**config.mk**
```make
export PLATFORM = sky130hd
export DESIGN_NAME = sample_period_to_pitch_flat
export DESIGN_NICKNAME = d
export VERILOG_FILES = /design/src/rtl/pitch_pkg.sv /design/src/rtl/sample_period_to_pitch_if.sv /design/src/rtl/period_counter.sv /design/src/rtl/sample_period_to_pitch.sv /design/src/flat_wrapper.sv
export SDC_FILE = /design/constraint.sdc
export NUM_CORES = 1
export LEC_CHECK = 0
export CORE_MARGIN = 2
export CORE_UTILIZATION = 45
export DETAILED_ROUTE_END_ITERATION = 10
export GPL_TIMING_DRIVEN = 0
export PLACE_DENSITY_LB_ADDON = 0.2
export REMOVE_ABC_BUFFERS = 1
export SLEW_MARGIN = 20
export SYNTH_ARGS = -nofsm -noshare
export SYNTH_HDL_FRONTEND = slang
export SYNTH_SLANG_ARGS = --single-unit
```
**constraint.sdc**
```tcl
create_clock -name clk_in -period 14.9 [get_ports clk_in]
set_clock_uncertainty 0.05 [all_clocks]
set_input_delay 4.47 -clock clk_in [delete_from_list [all_inputs] [get_ports clk_in]]
set_output_delay 4.47 -clock clk_in [all_outputs]
set_load 0.03 [all_outputs]
```
**src/rtl/pitch_pkg.sv**
```systemverilog
// Shared constants and FSM encoding for the period <-> pitch converters.
// Both directions consume these so the two maps stay exact inverses.
package pitch_pkg;
    localparam int PERIOD_W    = 14;
    localparam int PITCH_W     = 10;
    localparam int PERIOD_TOP  = 9088;
    localparam int PERIOD_MIN  = 568;
    localparam int OCTAVE_SPAN = 4544;
    localparam int INV_SLOPE   = 461;
    localparam int INV_SHIFT   = 13;
    localparam int NORM_STEPS  = 4;

    typedef enum logic [1:0] {
        IDLE,
        NORM,
        MULT,
        OUT
    } state_t;
endpackage

```
**src/rtl/sample_period_to_pitch_if.sv**
```systemverilog
// Strobe-in / pitch-out bundle; master drives strobes, slave (the converter) drives results.
interface sample_period_to_pitch_if #(
    parameter int PITCH_W = 10
);
    logic               sample_strobe_in;
    logic [PITCH_W-1:0] pitch_out;
    logic               pitch_valid_out;
    logic               out_of_range_out;
    logic               overrun_out;

    modport master (
        output sample_strobe_in,
        input  pitch_out, pitch_valid_out, out_of_range_out, overrun_out
    );

    modport slave (
        input  sample_strobe_in,
        output pitch_out, pitch_valid_out, out_of_range_out, overrun_out
    );
endinterface

```
**src/rtl/period_counter.sv**
```systemverilog
// Saturating strobe-to-strobe cycle counter; latches the period and pulses period_vld_out
// one cycle after an accepted strobe. The first strobe after reset only arms.
module period_counter
    import pitch_pkg::*;
#(
    parameter int CNT_W = PERIOD_W
) (
    input  logic             clk_in,
    input  logic             rst_n_in,
    input  logic             strobe_in,
    input  logic             busy_in,
    output logic [CNT_W-1:0] period_out,
    output logic             period_vld_out
);
    logic [CNT_W-1:0] cnt_q, cnt_d;
    logic [CNT_W-1:0] period_q, period_d;
    logic             armed_q, armed_d;
    logic             period_vld_q, period_vld_d;

    always_comb begin
        cnt_d        = cnt_q;
        armed_d      = armed_q | strobe_in;
        period_d     = period_q;
        period_vld_d = 1'b0;
        // Busy strobes still restart the count so the next period is measured from them.
        if (strobe_in) begin
            cnt_d = CNT_W'(1);
        end else if (cnt_q != '1) begin
            cnt_d = cnt_q + 1'b1;
        end
        if (strobe_in && armed_q && !busy_in) begin
            period_d     = cnt_q;
            period_vld_d = 1'b1;
        end
    end

    always_ff @(posedge clk_in or negedge rst_n_in) begin
        if (!rst_n_in) begin
            cnt_q        <= '0;
            armed_q      <= 1'b0;
            period_q     <= '0;
            period_vld_q <= 1'b0;
        end else begin
            cnt_q        <= cnt_d;
            armed_q      <= armed_d;
            period_q     <= period_d;
            period_vld_q <= period_vld_d;
        end
    end

    assign period_out     = period_q;
    assign period_vld_out = period_vld_q;
endmodule

```
**src/rtl/sample_period_to_pitch.sv**
```systemverilog
// Converts measured strobe period to a 10-bit pitch code: octave normalise, then linear fraction.
// Fixed latency: pitch_valid_out 6 cycles after the strobe edge; strobes while busy pulse overrun_out.
module sample_period_to_pitch
    import pitch_pkg::*;
#(
    parameter int PERIOD_W = pitch_pkg::PERIOD_W,
    parameter int PITCH_W  = pitch_pkg::PITCH_W
) (
    input logic                     clk_in,
    input logic                     rst_n_in,
    sample_period_to_pitch_if.slave bus
);
    localparam logic [PERIOD_W:0]   TOP_PN    = (PERIOD_W+1)'(PERIOD_TOP);
    localparam logic [PERIOD_W:0]   SPAN_PN   = (PERIOD_W+1)'(OCTAVE_SPAN);
    localparam logic [PERIOD_W-1:0] TOP_P     = PERIOD_W'(PERIOD_TOP);
    localparam logic [PERIOD_W-1:0] MIN_P     = PERIOD_W'(PERIOD_MIN);
    localparam logic [1:0]          LAST_STEP = 2'(NORM_STEPS - 1);

    state_t               state_q, state_d;
    logic [PERIOD_W:0]    pn_q, pn_d;
    logic [2:0]           oct_q, oct_d;
    logic [1:0]           step_q, step_d;
    logic                 lo_q, lo_d, hi_q, hi_d;
    logic [PITCH_W-1:0]   pitch_q, pitch_d;
    logic                 vld_q, vld_d, oor_q, oor_d, ovr_q, ovr_d;

    logic [PERIOD_W-1:0]  period;
    logic                 period_vld;
    logic                 busy;
    logic [PERIOD_W-1:0]  diff;
    logic [22:0]          prod, frac_full;
    logic [7:0]           frac;
    logic [10:0]          raw;

    assign busy = (state_q != IDLE);

    period_counter #(.CNT_W(PERIOD_W)) u_period_counter (
        .clk_in         (clk_in),
        .rst_n_in       (rst_n_in),
        .strobe_in      (bus.sample_strobe_in),
        .busy_in        (busy),
        .period_out     (period),
        .period_vld_out (period_vld)
    );

    // Pn sits in [4544, 9088] after normalising (for in-range P), so the fraction spans one octave.
    always_comb begin
        diff      = (pn_q > TOP_PN) ? '0 : PERIOD_W'(TOP_PN - pn_q);
        prod      = 23'(diff) * 23'(INV_SLOPE);
        frac_full = prod >> INV_SHIFT;
        frac      = (frac_full > 23'd255) ? 8'hFF : frac_full[7:0];
        raw       = {oct_q, frac};
    end

    always_comb begin
        state_d = state_q;
        pn_d    = pn_q;
        oct_d   = oct_q;
        step_d  = step_q;
        lo_d    = lo_q;
        hi_d    = hi_q;
        pitch_d = pitch_q;
        vld_d   = 1'b0;
        oor_d   = oor_q;
        ovr_d   = bus.sample_strobe_in && busy;
        case (state_q)
            IDLE: begin
                if (period_vld) begin
                    pn_d    = {1'b0, period};
                    oct_d   = '0;
                    step_d  = '0;
                    lo_d    = (period < MIN_P);
                    hi_d    = (period > TOP_P);
                    state_d = NORM;
                end
            end
            NORM: begin
                if (pn_q <= SPAN_PN && pn_q != '0) begin
                    pn_d  = pn_q << 1;
                    oct_d = oct_q + 3'd1;
                end
                step_d = step_q + 2'd1;
                if (step_q == LAST_STEP) begin
                    state_d = MULT;
                end
            end
            MULT: begin
                if (hi_q) begin
                    pitch_d = '0;
                end else if (lo_q || raw > 11'd1023) begin
                    pitch_d = '1;
                end else begin
                    pitch_d = raw[PITCH_W-1:0];
                end
                oor_d   = hi_q | lo_q;
                vld_d   = 1'b1;
                state_d = OUT;
            end
            OUT: begin
                state_d = IDLE;
            end
            default: state_d = IDLE;
        endcase
    end

    always_ff @(posedge clk_in or negedge rst_n_in) begin
        if (!rst_n_in) begin
            state_q <= IDLE;
            pn_q    <= '0;
            oct_q   <= '0;
            step_q  <= '0;
            lo_q    <= 1'b0;
            hi_q    <= 1'b0;
            pitch_q <= '0;
            vld_q   <= 1'b0;
            oor_q   <= 1'b0;
            ovr_q   <= 1'b0;
        end else begin
            state_q <= state_d;
            pn_q    <= pn_d;
            oct_q   <= oct_d;
            step_q  <= step_d;
            lo_q    <= lo_d;
            hi_q    <= hi_d;
            pitch_q <= pitch_d;
            vld_q   <= vld_d;
            oor_q   <= oor_d;
            ovr_q   <= ovr_d;
        end
    end

    assign bus.pitch_out        = pitch_q;
    assign bus.pitch_valid_out  = vld_q;
    assign bus.out_of_range_out = oor_q;
    assign bus.overrun_out      = ovr_q;
endmodule

```
**src/flat_wrapper.sv**
```systemverilog
// flat-port wrapper written by rule: the top's interface ports become plain ports
module sample_period_to_pitch_flat import pitch_pkg::*;
#(
    parameter int PERIOD_W = pitch_pkg::PERIOD_W,
    parameter int PITCH_W  = pitch_pkg::PITCH_W
)
  (clk_in, rst_n_in, bus_sample_strobe_in, bus_pitch_out, bus_pitch_valid_out, bus_out_of_range_out, bus_overrun_out);
  sample_period_to_pitch_if #(.PITCH_W(PITCH_W)) bus_i ();
  input logic clk_in;
  input logic rst_n_in;
  input wire logic [$bits(bus_i.sample_strobe_in)-1:0] bus_sample_strobe_in;
  output wire logic [$bits(bus_i.pitch_out)-1:0] bus_pitch_out;
  output wire logic [$bits(bus_i.pitch_valid_out)-1:0] bus_pitch_valid_out;
  output wire logic [$bits(bus_i.out_of_range_out)-1:0] bus_out_of_range_out;
  output wire logic [$bits(bus_i.overrun_out)-1:0] bus_overrun_out;
  assign bus_i.sample_strobe_in = bus_sample_strobe_in;
  assign bus_pitch_out = bus_i.pitch_out;
  assign bus_pitch_valid_out = bus_i.pitch_valid_out;
  assign bus_out_of_range_out = bus_i.out_of_range_out;
  assign bus_overrun_out = bus_i.overrun_out;
  sample_period_to_pitch #(.PERIOD_W(PERIOD_W), .PITCH_W(PITCH_W)) u_core (.clk_in(clk_in), .rst_n_in(rst_n_in), .bus(bus_i));
endmodule
```
## Word level (Yosys, flattened, before mapping)

Index checks and enable logic that the tools add are counted.

- Bits of input ports: 3
- Flip-flop bits (word level): 67

- Reduce and logical (&&, ||, !) cells: 15
- $lt $le $gt $ge: 6
- Multipliers: 1
- Bitwise logic cells: 2
- $add $sub $neg: 4
- Equal/unequal tests: 8
- Muxes and demuxes: 19

Operators with widths:

| operator | number |
|---|---|
| 14-bit 2-to-1 mux | 3 |
| 15-bit 2-to-1 mux | 2 |
| 15-bit case mux with 2 select lines | 1 |
| 14-bit by 9-bit multiplier with 23-bit output, second input constant | 1 |
| 10-bit 2-to-1 mux | 2 |
| 15-bit by 14-bit greater-than comparator with 1-bit output, second input constant | 1 |
| 15-bit by 13-bit <= comparator with 1-bit output, second input constant | 1 |
| 15-bit nonzero test | 1 |
| 14-bit by 1-bit adder with 14-bit output, second input constant | 1 |
| 14-bit greater-than comparator, second input constant | 1 |
| 14-bit by 10-bit < comparator with 1-bit output, second input constant | 1 |
| 14-bit != test, second input constant | 1 |
| 14-bit subtractor, first input constant | 1 |
| 11-bit by 10-bit greater-than comparator with 1-bit output, second input constant | 1 |
| 10-bit by 8-bit greater-than comparator with 1-bit output, second input constant | 1 |
| 8-bit 2-to-1 mux | 1 |
| 2-bit case mux with 4 select lines | 1 |
| 2-bit equality test, second input constant | 3 |
| 2-bit 2-to-1 mux | 3 |
| 3-bit 2-to-1 mux | 2 |
| 3-bit case mux with 2 select lines | 1 |
| 2-bit AND reduction | 3 |
| 2-bit nonzero test | 3 |
| 1-bit logical AND | 4 |
| 12 further kinds | 15 |

## Depth between registers and ports, before layout

Gate-level depths: netlist (run 1).

- Depth after elaboration: 9
- Depth in mapped cells: 25
- Mapped depth without buffers: 25

## Hierarchy

A second synthesis (run 1) with hierarchy kept.

- Cells, all modules: 638
- Area, all modules: 6063.3 um2

Modules (own cells, without submodules):

| module | sequential area each (um2) | area each (um2) | times used | cells an instance |
|---|---|---|---|---|
| sample_period_to_pitch | 925.9 | 4765.8 | 1 | 505 |
| period_counter | 750.7 | 1297.5 | 1 | 133 |

## Worst setup path after synthesis (run 1)

Ideal clock, no wire load.

- Kind: register -> register
- From: register u_core.pn_q[4]
- To: register u_core.pitch_q[8] (netlist: u_core.bus.pitch_out[8])
- Setup slack: 9045 ps
- Period minus slack after synthesis: 5855 ps
- Path buffers: 1
- Cell stages (with the launch flop): 25
- Arrival: 5677 ps
- Cell sequence: dfrtp_1 > nor3_1 > nand3_1 > nor3_1 > o21ai_1 > a21oi_1 > buf_2 > nand2b_1 > fa_1 > inv_1 > fa_1 > inv_1 > fa_1 > fa_1 > inv_1 > ha_1 > a21oi_1 > o21ai_0 > a21o_1 > a221oi_1 > xor2_1 > nor4_1 > a41oi_1 > o221ai_1 > nand2_1

- Longest elaborated chain between the ends: 9
- Elaborated cells on any way between the ends: 10
- Those cells by class: add/sub: 1; mul: 1; order compare: 3; mux: 4; reduce/logical: 1

Ends and longest elaborated chain:

| what | line | text |
|---|---|---|
| start, declared | sample_period_to_pitch.sv:20 | `logic [PERIOD_W:0] pn_q, pn_d;` |
| start signal, assigned | sample_period_to_pitch.sv:120 | `pn_q <= pn_d;` |
| 14-bit subtractor or 15-bit by 14-bit greater-than comparator with 1-bit output (tied branches) | sample_period_to_pitch.sv:48 | `diff = (pn_q > TOP_PN) ? '0 : PERIOD_W'(TOP_PN - pn_q);` |
| 14-bit 2-to-1 mux (*) | sample_period_to_pitch.sv:48 |  |
| 14-bit by 9-bit multiplier with 23-bit output (*) | sample_period_to_pitch.sv:49 | `prod = 23'(diff) * 23'(INV_SLOPE);` |
| 10-bit by 8-bit greater-than comparator with 1-bit output | sample_period_to_pitch.sv:51 | `frac = (frac_full > 23'd255) ? 8'hFF : frac_full[7:0];` |
| 8-bit 2-to-1 mux (*) | sample_period_to_pitch.sv:51 |  |
| 11-bit by 10-bit greater-than comparator with 1-bit output (*) | sample_period_to_pitch.sv:90 | `end else if (lo_q \|\| raw > 11'd1023) begin` |
| 1-bit logical OR (*) | sample_period_to_pitch.sv:90 |  |
| 10-bit 2-to-1 mux (*) | sample_period_to_pitch.sv:90 |  |
| 10-bit 2-to-1 mux (*) | sample_period_to_pitch.sv:88 | `if (hi_q) begin` |
| end signal, assigned | sample_period_to_pitch.sv:125 | `pitch_q <= pitch_d;` |
| end, declared | sample_period_to_pitch.sv:24 | `logic [PITCH_W-1:0] pitch_q, pitch_d;` |

Mark *: on every way between the ends. The rest lies on a longest branch, timed or not.
A chain may end at the register's enable or synchronous reset.

## Final worst setup path (run 1)

- From: register u_core.pn_q[4]
- To: register u_core.pitch_q[9] (netlist: u_core.bus.pitch_out[9])

The elaborated chain is that of the path after synthesis.

==> results.yml, run 1 <==
die:
  die-area_um2: 13700
  die_h_um: 117
  initial_core_util_pct: 45.8
  rows: 41
  core-area_um2: 12500
  ioPinCount: 16
  chipWidth_um: 117
cts:
  cts.clk_slew.worst_paths_ps: 60
  cts_tree: "yes"
  cts_root_buffer: "clkbuf_16"
  post-cts-setup-buffers: 0
  clock-sinks: 67
  worstSkewPairLatency_ps: 330
  cts_buffers: 9
  cts.repair.resized: 0
  cts_hold_buf: 0
  clock_path_buffers: 2
  htree_levels: 3
routing:
  finalWirelength_mm: 10.7
  drt_iter0_drc: 143
  ant_nets: 0
  avgViaCountPerCell: 5.19
  first_pass_iters: 4
  vias: 4030
  route.detailed.drc: 0
  avgRoutedWirePerCell_um: 13.8
global_route:
  antenna_found_initial: 0
  gr-total-overflow: 0
  grt_pass1_wl_mm: 18.2
  grt_usage_pct: 16.8
  grt_pass1_vias: 3967
  grt_max_degree: 38
placed_design:
  gp_congestion: 0.772
  io_buffers: 15
  placed_cell_area_um2: 6060
  place.detailed.hpwl_mm: 8.63
synth:
  synth_ff_type: "dfrtp_1"
  synth.yosys.warnings: 0
  yosys_register_bits: 67
  synth_area_um2: 5730
  synthDistinctLibCells: 57
  netlist.area_leader.share_pct: 29.3
  synth.area.top_cells: "dfrtp_1, ha_1, fa_1"
  yosysTopAreaCell: "dfrtp_1"
  ys_async_sr_fraction_pct: 100
  synth_area_per_cell_um2: 9.75
  syn_inst: 588
  yosysSeqAreaShare_pct: 29.3
  synth_edf_count: 0
timing:
  setup_viol: 0
  hold_viol: 0
  maxSlewViolCount: 0
  worst_slew_pin_slew_ps: 754
  fmax_mhz: 142
  final.period_utilization_pct: 47.2
  grt_setup_unrepaired: "false"
  fin_tns_setup_ps: 0
  fin_crit_ps: 7040
  maxSlewHeadroom_pct: 49.5
  whs_ps: 426
worst_hold_path:
  hold_class: "register to register"
  min-delay-start: "u_core.u_period_counter.armed_q"
  whs_endpoint: "u_core.u_period_counter.armed_q"
  min_path_cells: 1
cells_and_area:
  nFillCells: 1202
  drive_gt1_share_pct: 7.27
  fin_area_um2: 6320
  n_antenna_cell: 0
  synthToLayoutAreaGrowth_pct: 10.3
  layout_commonest_cell: "inv_1"
  nNetsFinal: 716
  final_cell_mix: "inv_1, ha_1, dfrtp_1, nor2_1"
worst_setup_path:
  regToRegSetupSlack_ps: 7860
  crit_arrival_ps: 7250
  reg2reg_from: "u_core.pn_q[4]"
  crit_path_end_kind: "register"
  slowest_stage: "a21oi_1"
  worstPathRequired_ps: 15110
  critPathBufInv: 3
  crit_family: "adder cells"
  critical_path_peak_fanout: 12
  rr_endpoint: "u_core.bus.pitch_out[9]"
  cp_cell_sequence: "nor3_1 > nand3_1 > nor3_1 > o21ai_1 > a21oi_1 > nand2b_1 > fa_1 > inv_1 > fa_1 > inv_1 > fa_1 > fa_1 > inv_1 > ha_1 > nand2_1 > nor2_1 > nor4b_1 > a211o_1 > a311oi_1 > nor3_1 > a41oi_1 > o221ai_1 > nand2_1"
  cpPeakStageDelay_ps: 620
  r2r_cells: 23
  crit_path_frequent_cell: "fa_1"
  path_class: "register to register"
  cp-start-kind: "register"
status:
  status: "finished clean"
run:
  drv_cap: 0
## worst max path at each step
stage	start	endpoint	cells past startpoint
4_1_cts	u_core.pn_q[4]	u_core.bus.pitch_out[9]	23
5_1_grt	u_core.pn_q[4]	u_core.bus.pitch_out[9]	23
6_report	u_core.pn_q[4]	u_core.bus.pitch_out[9]	23
3_5_place_dp	u_core.pn_q[4]	u_core.bus.pitch_out[8]	23
2_1_floorplan	u_core.pn_q[4]	u_core.bus.pitch_out[8]	23
3_3_place_gp	rst_n_in	u_core.pn_q[4]	1
## flip-flops by register name, summed over array words and instances, names as in the netlist
name,cells
u_core.u_period_counter.cnt_q,14
u_core.u_period_counter.armed_q,1
u_core.hi_q,1
u_core.state_q,2
u_core.lo_q,1
u_core.oct_q,3
u_core.u_period_counter.period_out,14
u_core.pn_q,15
u_core.bus.pitch_out,10
u_core.bus.pitch_valid_out,1
u_core.u_period_counter.period_vld_out,1
u_core.step_q,2
u_core.bus.out_of_range_out,1
u_core.bus.overrun_out,1
## cells in the mapped netlist, types with 3 or more instances
| master | count |
|---|---|
| nor4_1 | 3 |
| o21ai_0 | 21 |
| clkbuf_1 | 8 |
| nand2b_1 | 3 |
| nor3_1 | 13 |
| fa_1 | 37 |
| nand4_1 | 3 |
| xor2_1 | 17 |
| o41ai_1 | 3 |
| a21oi_1 | 37 |
| mux2_2 | 15 |
| inv_1 | 84 |
| nand3b_1 | 3 |
| nor2_1 | 46 |
| nand2_1 | 32 |
| nor2b_1 | 4 |
| dfrtp_1 | 67 |
| and3_4 | 3 |
| or2_2 | 3 |
| o21a_1 | 4 |
| a211o_1 | 3 |
| and4_1 | 3 |
| and2_1 | 4 |
| a31oi_1 | 9 |
| xnor2_1 | 14 |
| ha_1 | 76 |
| mux2i_1 | 15 |
| nand3_1 | 10 |
| a21o_1 | 6 |
| and3_1 | 4 |
| buf_2 | 5 |
## final cells by class
cell class                 instances  area [µm²]  area share (%)
timing repair buffer              16         168            2.65
clock buffer                      11         233            3.68
inverter                          84         315            4.99
sequential                        67        1680            26.5
clock inverter                     5        30.0           0.475
tap                              172         215            3.40
multi-input combinational        422        3680            58.3
## cells by family (layout without fill, tap and decap cells)
family                   Yosys count  after routing  synth area share [%]
flip-flops                        67             67                  29.3
XOR/XNOR                          31             31                  4.74
AO/OA/AOI/OAI                    104            104                  11.4
multiplexers                      30             30                  5.57
buffers and inverters             99            116                  6.72
adder cells (fa/ha/maj)          113            113                  29.5
AND/OR/NAND/NOR                  144            144                  12.8
## metal layers
metal / track usage, % / vias up / routed length (µm)
li1: - / 2028 / -
met3: 2.52 / 11 / 215
met5: 0 / - / 0
met4: 4.63 / 0 / 120
met2: 28.7 / 43 / 5150
met1: 22.3 / 1948 / 5220
## metrics by stage
step / util, % / worst slack [ps] / instances
floorplan: - / 8820 / 573
global placement: 48.1 / 7150 / 760
detailed placement: 48.4 / 7860 / 761
CTS: 50.5 / 7840 / 777
global route: 50.5 / 7300 / 777
finish: 50.5 / 7860 / 777
Power of run 1 is left out: the tool's default activity adds up to more than one toggle a clock period on the data nets, which glitch-free logic cannot reach.
==> inputs of run 2 (changes only) <==
==> constraint.sdc (replaced) <==
create_clock -name clk_in -period 6.2 [get_ports clk_in]
set_clock_uncertainty 0.05 [all_clocks]
set_input_delay 1.86 -clock clk_in [delete_from_list [all_inputs] [get_ports clk_in]]
set_output_delay 1.86 -clock clk_in [all_outputs]
set_load 0.03 [all_outputs]
==> run 2 against run 1 <==
Compared with the run above: worst setup slack worse by 7600 ps; cell area up 6.5%; via count up 1.8%; clock-buffer cell count unchanged; critical path type unchanged.
==> results.yml, run 2 (synthesized netlist as in run 1, its figures left out) <==
status:
  status: "finished clean"
worst_hold_path:
  hold_class: "register to register"
  min-delay-start: "u_core.u_period_counter.armed_q"
cts:
  worstSkewPairLatency_ps: 330
  cts_root_buffer: "clkbuf_16"
  clock_path_buffers: 2
  cts_hold_buf: 0
  clock-sinks: 67
  cts_buffers: 9
  cts.clk_slew.worst_paths_ps: 60
  htree_levels: 3
  cts_tree: "yes"
worst_setup_path:
  reg2reg_from: "u_core.pn_q[3]"
  crit_start: "u_core.pn_q[3]"
  worstPathRequired_ps: 6360
  crit_path_end_kind: "register"
  path_class: "register to register"
  regToRegSetupSlack_ps: 260
  crit_arrival_ps: 6100
  rr_endpoint: "u_core.bus.pitch_out[9]"
  cp-start-kind: "register"
  worstSetupEndpoint: "u_core.bus.pitch_out[9]"
  r2r_cells: 22
  critical_path_peak_fanout: 8
timing:
  whs_ps: 426
  maxSlewViolCount: 0
  fin_tns_setup_ps: 0
  maxSlewHeadroom_pct: 49.4
  setup_viol: 0
  worst_slew_pin_slew_ps: 754
  fmax_mhz: 168
  final.period_utilization_pct: 95.9
  fin_crit_ps: 5940
  hold_viol: 0
placed_design:
  place.detailed.hpwl_mm: 8.63
  dp_cells: 761
  io_buffers: 15
  gp_congestion: 0.772
routing:
  avgRoutedWirePerCell_um: 14.1
  first_pass_iters: 4
  route.detailed.drc: 0
  vias: 4102
  finalWirelength_mm: 11.2
  ant_nets: 0
  avgViaCountPerCell: 5.17
  drt_iter0_drc: 169
cells_and_area:
  synthToLayoutAreaGrowth_pct: 17.4
  instances_no_fill: 794
  layout_commonest_cell: "inv_1"
  n_antenna_cell: 0
  drive_gt1_share_pct: 17.0
  largest_register_ffs: 15
  final_cell_mix: "inv_1, ha_1, dfrtp_1, nor2_1, fa_1"
  nFillCells: 1163
  nNetsFinal: 733
  regMostFlops: "u_core.pn_q"
  postLayoutCoreUtil_pct: 53.8
run:
  drv_cap: 0
die:
  die-area_um2: 13700
  chipWidth_um: 117
  rows: 41
  initial_core_util_pct: 45.8
  die_h_um: 117
  core-area_um2: 12500
  ioPinCount: 16
global_route:
  grt_max_degree: 38
  grt_pass1_wl_mm: 18.5
  gr-total-overflow: 0
  grt_pass1_vias: 4037
  grt_usage_pct: 17.0
  antenna_found_initial: 0
==> run 2: cell type report <==
| type | instances | area, µm² | area share (%) |
|---|---|---|---|
| sequential | 67 | 1680 | 25.0 |
| clock buffer | 11 | 233 | 3.46 |
| multi-input combinational | 422 | 3950 | 58.7 |
| inverter | 84 | 315 | 4.68 |
| clock inverter | 5 | 30.0 | 0.446 |
| timing repair buffer | 33 | 303 | 4.50 |
| tap | 172 | 215 | 3.20 |
==> run 2: worst min-delay path by stage <==
| stage | endpoint | slack (ps) | cells past startpoint |
|---|---|---|---|
| global placement | u_core.u_period_counter.armed_q | 400 | 1 |
| finish | u_core.u_period_counter.armed_q | 430 | 1 |
| global route | u_core.u_period_counter.armed_q | 450 | 1 |
| floorplan | u_core.u_period_counter.armed_q | 390 | 1 |
| CTS | u_core.u_period_counter.armed_q | 430 | 1 |
| detailed placement | u_core.u_period_counter.armed_q | 410 | 1 |
==> run 2: timing repair <==
item,in CTS,in global routing
buffers inserted,7,10
resized for setup,17,46
setup endpoints to repair,10,9
pin swaps,7,16
==> run 2: layer usage <==
metal  GRT usage, %  wire length, µm  vias up
li1               -                -     2067
met1           22.7             5450     1987
met2           29.2             5490       37
met3           2.52              165       11
met4           4.63              120        0
met5              0                0        -
==> run 2: worst max-delay path, cell delays in order, from the launching register on <==
cell and delay [ps]:
dfrtp_2 440, nor3_4 210, nand3_2 120, nor3_4 190
o21ai_4 110, a21oi_4 360, and2_4 240, xor2_1 140
ha_1 270, fa_1 510, inv_1 60, fa_1 530
inv_1 50, fa_1 590, ha_4 230, a221oi_2 280
a211o_1 300, nand2_1 170, xnor2_1 220, nor4_2 330
a41oi_2 180, o221ai_2 180, nand2_1 70
==> run 2: metrics by stage <==
stage          instance area [µm²]  worst slack (ps)
2_1_floorplan                 5660               120
3_3_place_gp                  6030              -797
3_5_place_dp                  6060              -844
4_1_cts                       6450              2.97
5_1_grt                       6730             -21.5
6_report                      6730               256
Power of run 2 is left out for the same reason.
==> RTL change, RTL diff (config.mk and constraints of run 2) <==
`PITCH_W` is set to 10 in 2 places; all go to 8.
--- a/src/rtl/pitch_pkg.sv
+++ b/src/rtl/pitch_pkg.sv
@@ -2,7 +2,7 @@
 // Both directions consume these so the two maps stay exact inverses.
 package pitch_pkg;
     localparam int PERIOD_W    = 14;
-    localparam int PITCH_W     = 10;
+    localparam int PITCH_W     = 8;
     localparam int PERIOD_TOP  = 9088;
     localparam int PERIOD_MIN  = 568;
     localparam int OCTAVE_SPAN = 4544;
--- a/src/rtl/sample_period_to_pitch_if.sv
+++ b/src/rtl/sample_period_to_pitch_if.sv
@@ -1,6 +1,6 @@
 // Strobe-in / pitch-out bundle; master drives strobes, slave (the converter) drives results.
 interface sample_period_to_pitch_if #(
-    parameter int PITCH_W = 10
+    parameter int PITCH_W = 8
 );
     logic               sample_strobe_in;
     logic [PITCH_W-1:0] pitch_out;
Interface: changed (resized bus_pitch_out); port bits go from 16 to 14. No check against the original RTL was run, so the function may have changed too.
==> RTL change against run 2 <==
  * Worst setup slack better by 28 ps
  * Die area grew 1.5%
  * Sequential cell count down 2
  * Synthesized cell count decreased by 1.2%
  * Routed wire length fell by 4.0%
  * Synthesized area up 1.5%
  * Via count fell by 1.5%
  * Critical path depth grew 1
  * Design area shrank 2.8%
  * Critical path type unchanged
  * Largest cell class unchanged
Power is left out: the tool's default activity adds up to more than one toggle a clock period on the data nets, which glitch-free logic cannot reach.
==> RTL change: results (changes against run 2) <==
Most instantiated cells after synthesis: inv_1, ha_1, dfrtp_1
Port Buffer Count: 13 (-2)
Initial DRC Count: 129 (-24%)
Fillers: 1191 (+2.4%)
FF+latch area: 0.00163 mm2 (-3.1%)
Cell area after placement: 0.00612 mm2 (+0.99%)
Prevailing post-synth register cell: dfrtp_1
Post-cts gate resize count: 3 (-14)
CP peak stage delay: 550 ps (-40 ps)
Detailed Place HPWL: 8630 um (about the same)
GPL Wtd Cong: 0.829 (+7.5%)
Worst slack at placement: -290 ps (+554 ps)
NumNets Final: 719 (-1.9%)
Non-clock buffer share: 3.75% (-0.75 points)
Adder-cell share of the synthesized area: 29.1% (-0.44 points)
Synth area leaders: dfrtp_1, ha_1, fa_1, mux2_2, inv_1
Multi-input comb cells: 416 (-1.4%)
Mean Syn Cell Area: 10.0 um2 (+2.7%)
Via count: 4042 (-1.5%)
Yosys reg bits: 65 (-3.0%)
Core ar.: 0.0126 mm2 (+0.82%)
First-pass GRT wire length: 19200 um (+4.0%)
Distinct cells, synth: 62 (+8.8%)
Mux cell area share after synthesis: 9.23% (+3.7 points)
Status: finished, final reports clean
Post-Route WL: 10800 um (-4.0%)
Seq/Total Area, Yosys: 28.0% (-1.3 points)
Invs w/o clock: 85 (+1.2%)
Worst EP arrival: 6070 ps (-30 ps)
Setup Buffers After CTS: 4 (-3)
Share of cells above drive strength 1: 14.5% (-2.6 points)
Largest net degree at the start of global routing: 59 (+55%)
Placed cell count: 752 (-1.2%)
Non-clock buffer count: 26 (-21%)
Clock Network Area Fraction: 4.19% (+0.29 points)
Seq/total area: 24.9% (-0.077 points)
Synth Area in Compound Gates: 9.66% (-1.8 points)
==> RTL change: final timing paths <==
check	depth (start not counted)	startpoint	endpoint	slack [ps]
min	1	u_core.u_period_counter.armed_q$_DFF_PN0_	u_core.u_period_counter.armed_q$_DFF_PN0_	430
max reg2reg	23	u_core.pn_q[0]$_DFFE_PN0P_	u_core.bus.pitch_out[7]$_DFFE_PN0P_	280
min in group asynchronous	1	rst_n_in	u_core.bus.pitch_out[3]$_DFFE_PN0P_	1300
max	23	u_core.pn_q[0]$_DFFE_PN0P_	u_core.bus.pitch_out[7]$_DFFE_PN0P_	280
max in group asynchronous	2	rst_n_in	u_core.pn_q[0]$_DFFE_PN0P_	4280
min reg2reg	1	u_core.u_period_counter.armed_q$_DFF_PN0_	u_core.u_period_counter.armed_q$_DFF_PN0_	430
==> RTL change: routing by layer <==
layer	share of wire, %	global-route usage [%]	up-vias
met5	0	0	-
met4	2.3	5.72	0
met3	2.5	3.29	22
met2	50	29.3	45
met1	45	20.7	1951
li1	-	-	2024
